===== src/rtl/signed_iterative_divider.sv =====
// signed_iterative_divider: multi-cycle signed restoring divider (quotient, remainder, exception flag)
// Ports: clock/reset_n (async active-low); ctrl_div starts a division of data_operandA by data_operandB.
//        data_result/data_remainder/data_exception update with a one-cycle data_resultRDY pulse; busy marks work in flight.
// Option: define DIV_REMAINDER_EN to drive data_remainder; undefined ties it to 0.
module signed_iterative_divider #(
    parameter int WIDTH = 32
) (
    input  logic             clock,
    input  logic             reset_n,
    input  logic             ctrl_div,
    input  logic [WIDTH-1:0] data_operandA,
    input  logic [WIDTH-1:0] data_operandB,
    output logic [WIDTH-1:0] data_result,
    output logic [WIDTH-1:0] data_remainder,
    output logic             data_exception,
    output logic             data_resultRDY,
    output logic             busy
);
    localparam int CW = WIDTH > 1 ? $clog2(WIDTH) : 1;
    typedef enum logic [1:0] {IDLE, RUN, DONE} state_t;
    state_t state, state_nx;
    logic [CW-1:0] cnt;
    logic [WIDTH-1:0] rem, quo, dvs, a_abs, b_abs;
    logic [WIDTH:0] trial;
    logic a_neg, b_neg, div_zero, ovf, last, q_neg, exc;
`ifdef DIV_REMAINDER_EN
    logic r_neg;
`endif
    always_comb begin
        a_neg = data_operandA[WIDTH-1];
        b_neg = data_operandB[WIDTH-1];
        a_abs = a_neg ? -data_operandA : data_operandA;
        b_abs = b_neg ? -data_operandB : data_operandB;
        div_zero = data_operandB == '0;
        ovf = data_operandA == {1'b1, {(WIDTH-1){1'b0}}} && &data_operandB;
        // WIDTH+1-bit trial subtraction of |B| from the shifted partial remainder; bit WIDTH is the borrow/sign
        trial = {rem, quo[WIDTH-1]} - {1'b0, dvs};
        last = cnt == CW'(WIDTH-1);
        state_nx = state == IDLE ? (ctrl_div ? (div_zero ? DONE : RUN) : IDLE)
                 : state == RUN  ? (last ? DONE : RUN)
                 : IDLE;
    end
    assign busy = state != IDLE;
    always_ff @(posedge clock or negedge reset_n)
        if (!reset_n) state <= IDLE;
        else          state <= state_nx;
    always_ff @(posedge clock or negedge reset_n) begin
        if (!reset_n) begin
            cnt            <= '0;
            rem            <= '0;
            quo            <= '0;
            dvs            <= '0;
            q_neg          <= 1'b0;
            exc            <= 1'b0;
`ifdef DIV_REMAINDER_EN
            r_neg          <= 1'b0;
`endif
            data_result    <= '0;
            data_remainder <= '0;
            data_exception <= 1'b0;
            data_resultRDY <= 1'b0;
        end else begin
            data_resultRDY <= 1'b0;
            case (state)
                IDLE: if (ctrl_div) begin
                    cnt   <= '0;
                    dvs   <= b_abs;
                    // divide-by-zero preloads the raw dividend as remainder and a zero quotient, unsigned
                    quo   <= div_zero ? '0 : a_abs;
                    rem   <= div_zero ? data_operandA : '0;
                    q_neg <= !div_zero && (a_neg ^ b_neg);
                    exc   <= div_zero || ovf;
`ifdef DIV_REMAINDER_EN
                    r_neg <= !div_zero && a_neg;
`endif
                end
                RUN: begin
                    cnt <= cnt + 1'b1;
                    quo <= {quo[WIDTH-2:0], !trial[WIDTH]};
                    rem <= trial[WIDTH] ? {rem[WIDTH-2:0], quo[WIDTH-1]} : trial[WIDTH-1:0];
                end
                DONE: begin
                    data_result    <= q_neg ? -quo : quo;
`ifdef DIV_REMAINDER_EN
                    data_remainder <= r_neg ? -rem : rem;
`else
                    data_remainder <= '0;
`endif
                    data_exception <= exc;
                    data_resultRDY <= 1'b1;
                end
                default: ;
            endcase
        end
    end
endmodule


===== config.mk =====
export PLATFORM = sky130hd
export DESIGN_NAME = signed_iterative_divider
export DESIGN_NICKNAME = d
export VERILOG_FILES = /design/src/rtl/signed_iterative_divider.sv
export SDC_FILE = /design/constraint.sdc
export NUM_CORES = 1
export LEC_CHECK = 0
export BUFFER_PORTS_ARGS = -buffer_cell sky130_fd_sc_hd__buf_2
export CAP_MARGIN = 15
export CORE_MARGIN = 1
export CORE_UTILIZATION = 53
export DETAILED_ROUTE_END_ITERATION = 10
export PLACE_DENSITY = 0.77
export SYNTH_ARGS = -nofsm -noshare
export SYNTH_HDL_FRONTEND = slang
export SYNTH_SLANG_ARGS = --single-unit

===== constraint.sdc =====
create_clock -name clock -period 3.4 [get_ports clock]
set_input_delay 0.68 -clock clock [delete_from_list [all_inputs] [get_ports clock]]
set_output_delay 0.68 -clock clock [all_outputs]
set_load 0.03 [all_outputs]

# Yosys cells after proc, flatten, opt, wreduce, memory -nomap -nowiden
# Index checks and enable logic that the tools add are counted.
[totals] register_bits=139 latchBits=0 ramBits=0 rom_bits=0 wordCells=51 mem_count=0
[classes] n_addsub=5 multipliers=0 div_mod_pow=0 magnitude_cmp=0 eq_ne=5 shifts=0 mux=18 n_bitwise=1 reduce_logical=12
[op_table] op="32-bit two-way mux" n=8
[op_table] op="32-bit case mux with 2 select lines" n=2
[op_table] op="32-bit negation" n=3
[op_table] op="33-bit by 32-bit subtractor with 33-bit output" n=1
[op_table] op="32-bit == test, second input constant" n=1
[op_table] op="32-bit logical NOT" n=1
[op_table] op="32-bit AND reduction" n=1
[op_table] op="2-bit two-way mux" n=5
[op_table] op="5-bit case mux with 2 select lines" n=1
[op_table] op="5-bit by 1-bit adder with 5-bit output, second input constant" n=1
[op_table] op="5-bit == test, second input constant" n=1
[op_table] op="5-bit two-way mux" n=1
[op_table] op="2-bit AND reduction" n=2
[op_table] op="2-bit nonzero test" n=2
[op_table] op="2-bit by 1-bit == test with 1-bit output, second input constant" n=1
[op_table] op="2-bit == test, second input constant" n=1
[op_table] op="1-bit logical AND" n=2
[op_table] op="1-bit logical NOT" n=2
[op_table] op="2-bit logical NOT" n=1
[op_table] op="2-bit inequality test, second input constant" n=1
[op_table] op="1-bit logical OR" n=1
[op_table] op="1-bit two-way mux" n=1
[op_table] op="1-bit XOR" n=1

# Longest topological paths before layout
# Gate-level depths: netlist of the first run.
[depth] depth_word=5 ltp_mapped=14 ltp_nobuf=13

# Least setup slack after synthesis of the first run
# Ideal clock, no wire load.
[synth_path] kind="flip-flop to flip-flop" from="register quo[31]" to="register rem[0]" arrival_time_ns=3.444 required_ns=3.274 setup_slack_ns=-0.170 stages_incl_launch_ff=14 path_buffers=1 synth_period_minus_slack_ns=3.570 path_cell_list="dfrtp_1 > inv_1 > ha_1 > fa_1 > nor2b_1 > o311a_1 > o21ai_1 > a2111oi_1 > o31ai_1 > o41ai_2 > xnor2_1 > clkbuf_1 > o21ai_0 > a221o_1"
[synth_between] elab_chain_len=3
[synth_lines] item="from (decl)" line="23" source="logic [WIDTH-1:0] rem, quo, dvs, a_abs, b_abs;"
[synth_lines] item="from (signal assigned)" line="69" source="quo <= div_zero ? '0 : a_abs;"
[synth_lines] item="from (signal assigned)" line="79" source="quo <= {quo[WIDTH-2:0], !trial[WIDTH]};"
[synth_lines] item="33-bit by 32-bit subtractor with 33-bit output" line="37" source="trial = {rem, quo[WIDTH-1]} - {1'b0, dvs};"
[synth_lines] item="32-bit two-way mux (*)" line="80" source="rem <= trial[WIDTH] ? {rem[WIDTH-2:0], quo[WIDTH-1]} : trial[WIDTH-1:0];"
[synth_lines] item="32-bit case mux with 2 select lines (*)" line="64" source="case (state)"
[synth_lines] item="to (signal assigned)" line="70" source="rem <= div_zero ? data_operandA : '0;"
[synth_lines] item="to (signal assigned)" line="80"
[synth_lines] item="to (decl)" line="23"
# Mark *: on every way between the ends. The rest lies on a longest branch, timed or not.
# A chain may end at the register's enable or synchronous reset.

# Final worst setup path of the first run
[layout_path] from="register quo[31]" to="register rem[8]"
[layout_between] elab_chain_len=3
[layout_lines] item="33-bit by 32-bit subtractor with 33-bit output" line="37"
[layout_lines] item="32-bit two-way mux" line="80"
[layout_lines] item="32-bit case mux with 2 select lines" line="64"
# Every way passes these cells.

==> metrics, run 1 <==
status finished with violations; failing checks negative setup slack; Worst setup EP type register; dpl ws -0.319 ns; die width 136 microns; Pleak 5.23 nW; most frequent cells after synthesis nand2_1 (151), o21ai_0 (145), dfrtp_1 (139); routed vias 8,738; input/output buffers 101; layout cells sized above 1 0.198; total gr overflow 0; FF-to-FF path depth 16; part of the cycle the worst path needs 1.00; drt first pass iters 7; Crit Path Class register to register; nets 1,379; Final GP Congestion 0.924; Period minus WS final 3.41 ns; # diodes 0; clock skew after layout 0.00529 ns; RSZ-0062 raised after global routing yes; routed len/inst 16.0 microns; hpwl dp 17,500 microns; Mapped Area 9590 sq um; die area 18,600 sq um; most common cell in the synthesized netlist nand2_1; Slew @ Worst Pin 1.01 ns; top cell type's share of synthesized area 0.363; average instance area after synthesis 8.39 sq um; Util after Layout 0.655; Seq/Total Area, Yosys 0.363; Detailed Route Iter0 Violations 662; CP startpoint quo[31]$_DFFE_PN0P_; # setup viols final 1; Yosys warnings 0; Fmax achieved 293 MHz; maxcap violations 0; Root Driver clkbuf_16; EDFF count, synth 0; clock slew at reported path FFs 0.06 ns; vias in the first global route 8,127; CTS buffer count 17; Clock Path Buffers 2; crit path max-delay cell type fa_2; Seq cells post-synth 139; area grow syn2layout 19.4%; largest net degree at the start of global routing 76; Clock Latency Late Sink 0.43 ns; FF-to-FF Start quo[31]$_DFFE_PN0P_; relative slew slack 0.325; Power Dens Cells 1100 nW/um^2; Crit path required time 3.69 ns; All-Layer GR Usage 0.269; total wire length 24,200 microns; Worst path max stage delay 0.39 ns; via-per-instance ratio 5.78; crit path max fanout 11; Clock Sinks 139; hold slack 0.259 ns; Setup crit start kind register; FP Rows 48; Core ar. 17,500 sq um; number of antenna-violating nets in the routed design 0; share of synthesized registers carrying an async set or reset 1.00; initial antenna violation count 0; Initial Util 0.549; critical path arrival 3.70 ns; final-report hold violation count 0; H-tree levels 4; final std cells w/o fill 1,511; DRC 0; first-pass GRT wire length 39,400 microns; DP Cell Count 1,467; Most used DFF post-synth dfrtp_1; crit-path most repeated cell buf_4; Slew Viols, Final 0; CTS tree built; Worst Hold Class primary input to asynchronous set/reset pin; VDD IR max 0.000474 V; post-synthesis instance total 1,142; Critical Path Sink rem[8]$_DFFE_PN0P_; flop2flop setup slack -0.009 ns; Power Total 0.0126 W; critical-path cell list inv_2 -> ha_4 -> fa_2 -> nor2b_2 -> o311a_1 -> o21ai_2 -> a2111oi_2 -> buf_4 -> o31ai_4 -> o41ai_2 -> buf_4 -> xnor2_4 -> buf_12 -> and2_1 -> a311oi_1 -> a31oi_1; worst setup margin -0.00856 ns; Hold Buf Count CTS 0; library cells used by synthesis 61; Synth area leaders dfrtp_1 (36%), xor2_1 (8.4%), o21ai_0 (7.6%); cell taking the most area after synthesis dfrtp_1; Die Ht 136 microns; FF-to-FF End rem[8]$_DFFE_PN0P_; I/O pin total 134
==> metal layers <==
layer | wire length [microns] | up-vias | global-route usage
met4 | 424 | 0 | 0.0858
met2 | 11300 | 278 | 0.442
li1 | - | 4306 | -
met5 | 0 | - | 0
met3 | 1300 | 34 | 0.0422
met1 | 11200 | 4120 | 0.362
==> cell usage in the layout, fill, tap and decap left out, drive strengths merged, types with 14 or more instances in the layout <==
master	synthesis	layout
nand3	34	34
xor2	92	92
nand4	14	14
o21ai	152	152
a21o	17	17
a21oi	50	50
conb	1	32
o31ai	33	33
nand2	151	151
a31oi	21	21
a22oi	30	30
ha	38	38
nor3	14	14
clkbuf	57	17
or3	22	22
xnor2	24	24
inv	43	48
nor2	46	46
dfrtp	139	139
buf	39	177
==> how the worst min path moves through the flow <==
stage	cells past startpoint	endpoint
after floorplan	0	cnt[0]$_DFFE_PN0P_
after global placement	2	data_result[18]$_DFFE_PN0P_
after detailed placement	2	data_result[15]$_DFFE_PN0P_
after CTS	1	data_result[4]$_DFFE_PN0P_
after global routing	1	data_result[3]$_DFFE_PN0P_
final	1	data_result[5]$_DFFE_PN0P_
==> state kept, by name, indices dropped and copies added (netlist names) <==
| signal | count |
|---|---|
| exc | 1 |
| data_resultRDY | 1 |
| rem | 32 |
| q_neg | 1 |
| cnt | 5 |
| data_exception | 1 |
| quo | 32 |
| data_result | 32 |
| dvs | 32 |
| state | 2 |
==> what timing repair did <==
action                                  in CTS  in global routing
cloned                                       2                  0
endpoints found under the setup margin      30                 32
setup buffers                                5                  7
resized for setup                           16                 16
pin swaps                                    8                 11
==> critical path, delay by kind of cell, from the launching register on <==
| family | cells | cell delay (ns) |
|---|---|---|
| AOI/OAI and AO/OA | 7 | 1.27 |
| xor gates and xnor gates | 1 | 0.12 |
| adders and majority gates | 2 | 0.57 |
| buffers and inverters | 4 | 0.66 |
| DFF | 1 | 0.36 |
| and+or+nand+nor | 2 | 0.28 |
==> logic make-up after synthesis <==
logic type,after synthesis,share of synthesized area
flip-flops,139,0.363
AND/OR/NAND/NOR,334,0.165
multiplexers,7,0.00770
XOR/XNOR,116,0.106
other,1,0.000391
buffers and inverters,139,0.0670
AO/OA/AOI/OAI,367,0.240
adder cells (fa/ha/maj),39,0.0517
==> power breakdown <==
group          switching, W  internal [W]
Sequential         0.000709       0.00237
Combinational       0.00412       0.00343
Clock              0.000775       0.00124
Total               0.00561       0.00704
==> metrics by stage <==
stage	TNS, ns	instance area (sq um)
after floorplan	-0.209	9720
after global placement	-1.75	10600
after detailed placement	-3.85	10600
after CTS	-0.142	11400
after global routing	-3.32	11400
final	-0.00856	11400
==> cell type report <==
cell class	instances	area (sq um)
Clock buffer	17	425
Clock inverter	15	213
Multi-Input combinational cell	895	5730
Timing Repair Buffer	177	1160
Fill cell	1426	6030
Inverter	43	161
Sequential cell	139	3480
Tap cell	225	282
Note: power is estimated with default switching activity, not from simulation.
==> run 2: changes to the inputs <==
--- a/config.mk
+++ b/config.mk
@@ -10,7 +10,7 @@
 export CORE_MARGIN = 1
 export CORE_UTILIZATION = 53
 export DETAILED_ROUTE_END_ITERATION = 10
-export PLACE_DENSITY = 0.77
+export PLACE_DENSITY_LB_ADDON = 0.12
 export SYNTH_ARGS = -nofsm -noshare
 export SYNTH_HDL_FRONTEND = slang
 export SYNTH_SLANG_ARGS = --single-unit
==> metrics, run 2 (synthesis results as in run 1) <==
dpl ws -0.346 ns; H-tree levels 4; Layout fillers 1,494; Initial Util 0.549; critical-path cell list ha_4 -> fa_2 -> nor2b_2 -> o311a_1 -> o21ai_2 -> a2111oi_2 -> buf_4 -> o31ai_2 -> o41ai_2 -> buf_4 -> xnor2_4 -> clkbuf_16 -> and2_1 -> a311oi_1 -> a31oi_1; DRC 0; Clock Path Buffers 2; Net Sw Frac 0.432; Clock Latency Late Sink 0.42 ns; total gr overflow 0; vias in the first global route 7,711; Slew @ Worst Pin 1.03 ns; DP Cell Count 1,466; crit path max fanout 8; CTS tree built; Clock Sinks 139; Worst setup EP type register; initial antenna violation count 0; crit path max-delay cell type dfrtp_1; clock slew at reported path FFs 0.06 ns; internal power 0.00726 W; routed len/inst 15.9 microns; final std cells w/o fill 1,508; nets 1,377; largest net degree at the start of global routing 66; Clk pwr share 0.161; layout cells sized above 1 0.196; # setup viols final 0; via-per-instance ratio 5.68; final-report hold violation count 0; Crit path required time 3.69 ns; Core ar. 17,500 sq um; # diodes 0; FP Rows 48; Hold Buf Count CTS 0; CTS buffer count 17; Setup crit start kind register; critical path arrival 3.65 ns; Slew Viols, Final 0; maxcap violations 0; status finished, final reports clean; NetSw 0.00552 W; RSZ-0062 raised after global routing yes; Power Dens Cells 1120 nW/um^2; Worst Path Buf+Inv 3; total wire length 23,900 microns; die area 18,600 sq um; most frequent cells in the layout nand2_1 (150), o21ai_0 (139), dfrtp_1 (139), buf_2 (100), xor2_1 (91); Detailed Route Iter0 Violations 561; number of antenna-violating nets in the routed design 0; Die Ht 136 microns; Logic pwr share 0.599; Root Driver clkbuf_16; post-route cell area 11,400 sq um; family with the most delay on the worst path compound AO/OA/AOI/OAI gates; I/O pin total 134; worst setup margin 0.0401 ns; relative slew slack 0.311; Flop pwr share 0.240; Fmax achieved 298 MHz; Pleak 5.22 nW; clock skew after layout 0.00607 ns; die width 136 microns; Post-DP Area 10,600 sq um; register area 3480 sq um; Worst path max stage delay 0.43 ns; All-Layer GR Usage 0.263; VDD IR max 0.000596 V; drt first pass iters 5; Period minus WS final 3.36 ns; Crit Path Class register to register; part of the cycle the worst path needs 0.988; area of the multi-input gates 5730 sq um; Worst Hold Class primary input to asynchronous set/reset pin; first-pass GRT wire length 38,400 microns; area grow syn2layout 19.4%; hpwl dp 17,200 microns; input/output buffers 101; crit-path most repeated cell buf_4; routed vias 8,563; commonest non-fill, non-tap cell in the layout nand2_1; Final GP Congestion 0.905
## run 2: stage by stage
step / TNS [ns] / hold WS [ns] / power [W] / util
after CTS: 0 / 0.248 / 0.0123 / 0.648
after global placement: -2.07 / 0.459 / 0.00970 / 0.605
after global routing: -1.18 / 0.254 / 0.0138 / 0.655
after detailed placement: -3.46 / 0.466 / 0.00985 / 0.605
after floorplan: -0.209 / 0.384 / 0.00802 / -
final: 0 / 0.233 / 0.0128 / 0.655
## run 2: final timing paths
| path | from | endpoint | slack (ns) | cells after the start |
|---|---|---|---|---|
| worst min-delay path | reset_n | data_result[10]$_DFFE_PN0P_ | 0.23 | 1 |
| max in group asynchronous | reset_n | dvs[21]$_DFFE_PN0P_ | 2.27 | 2 |
| worst max-delay path | dvs[0]$_DFFE_PN0P_ | rem[8]$_DFFE_PN0P_ | 0.04 | 15 |
| worst min register to register | data_result[26]$_DFFE_PN0P_ | data_result[26]$_DFFE_PN0P_ | 0.47 | 2 |
| worst max register to register | dvs[0]$_DFFE_PN0P_ | rem[8]$_DFFE_PN0P_ | 0.04 | 15 |
| min in group clock | data_result[26]$_DFFE_PN0P_ | data_result[26]$_DFFE_PN0P_ | 0.47 | 2 |
## run 2: final cells by class
cell class	count	area share
multi-input combinational	895	0.500
inverter	43	0.0141
clock buffer	20	0.0399
tap	225	0.0246
sequential	139	0.304
clock inverter	11	0.0167
timing repair buffer	175	0.101
## run 2: layer usage
layer / GRT usage / vias up / wire length, microns
met5: 0 / - / 0
met2: 0.424 / 212 / 11100
met3: 0.0481 / 20 / 982
met1: 0.366 / 4023 / 11600
met4: 0.0617 / 0 / 269
li1: - / 4308 / -
## run 2: repair_timing
action	in CTS	in global routing
pin swaps	5	6
buffers inserted	3	5
endpoints found under the setup margin	31	32
gates resized for setup	13	18
cloned	1	2
## run 2: power groups by stage
| stage | registers (W) | clock network [W] | logic [W] |
|---|---|---|---|
| after global routing | 0.00316 | 0.00216 | 0.00845 |
| after global placement | 0.00302 | 0 | 0.00667 |
| final | 0.00306 | 0.00206 | 0.00765 |
| after detailed placement | 0.00304 | 0 | 0.00681 |
| after CTS | 0.00304 | 0.00208 | 0.00718 |
| after floorplan | 0.00288 | 0 | 0.00514 |
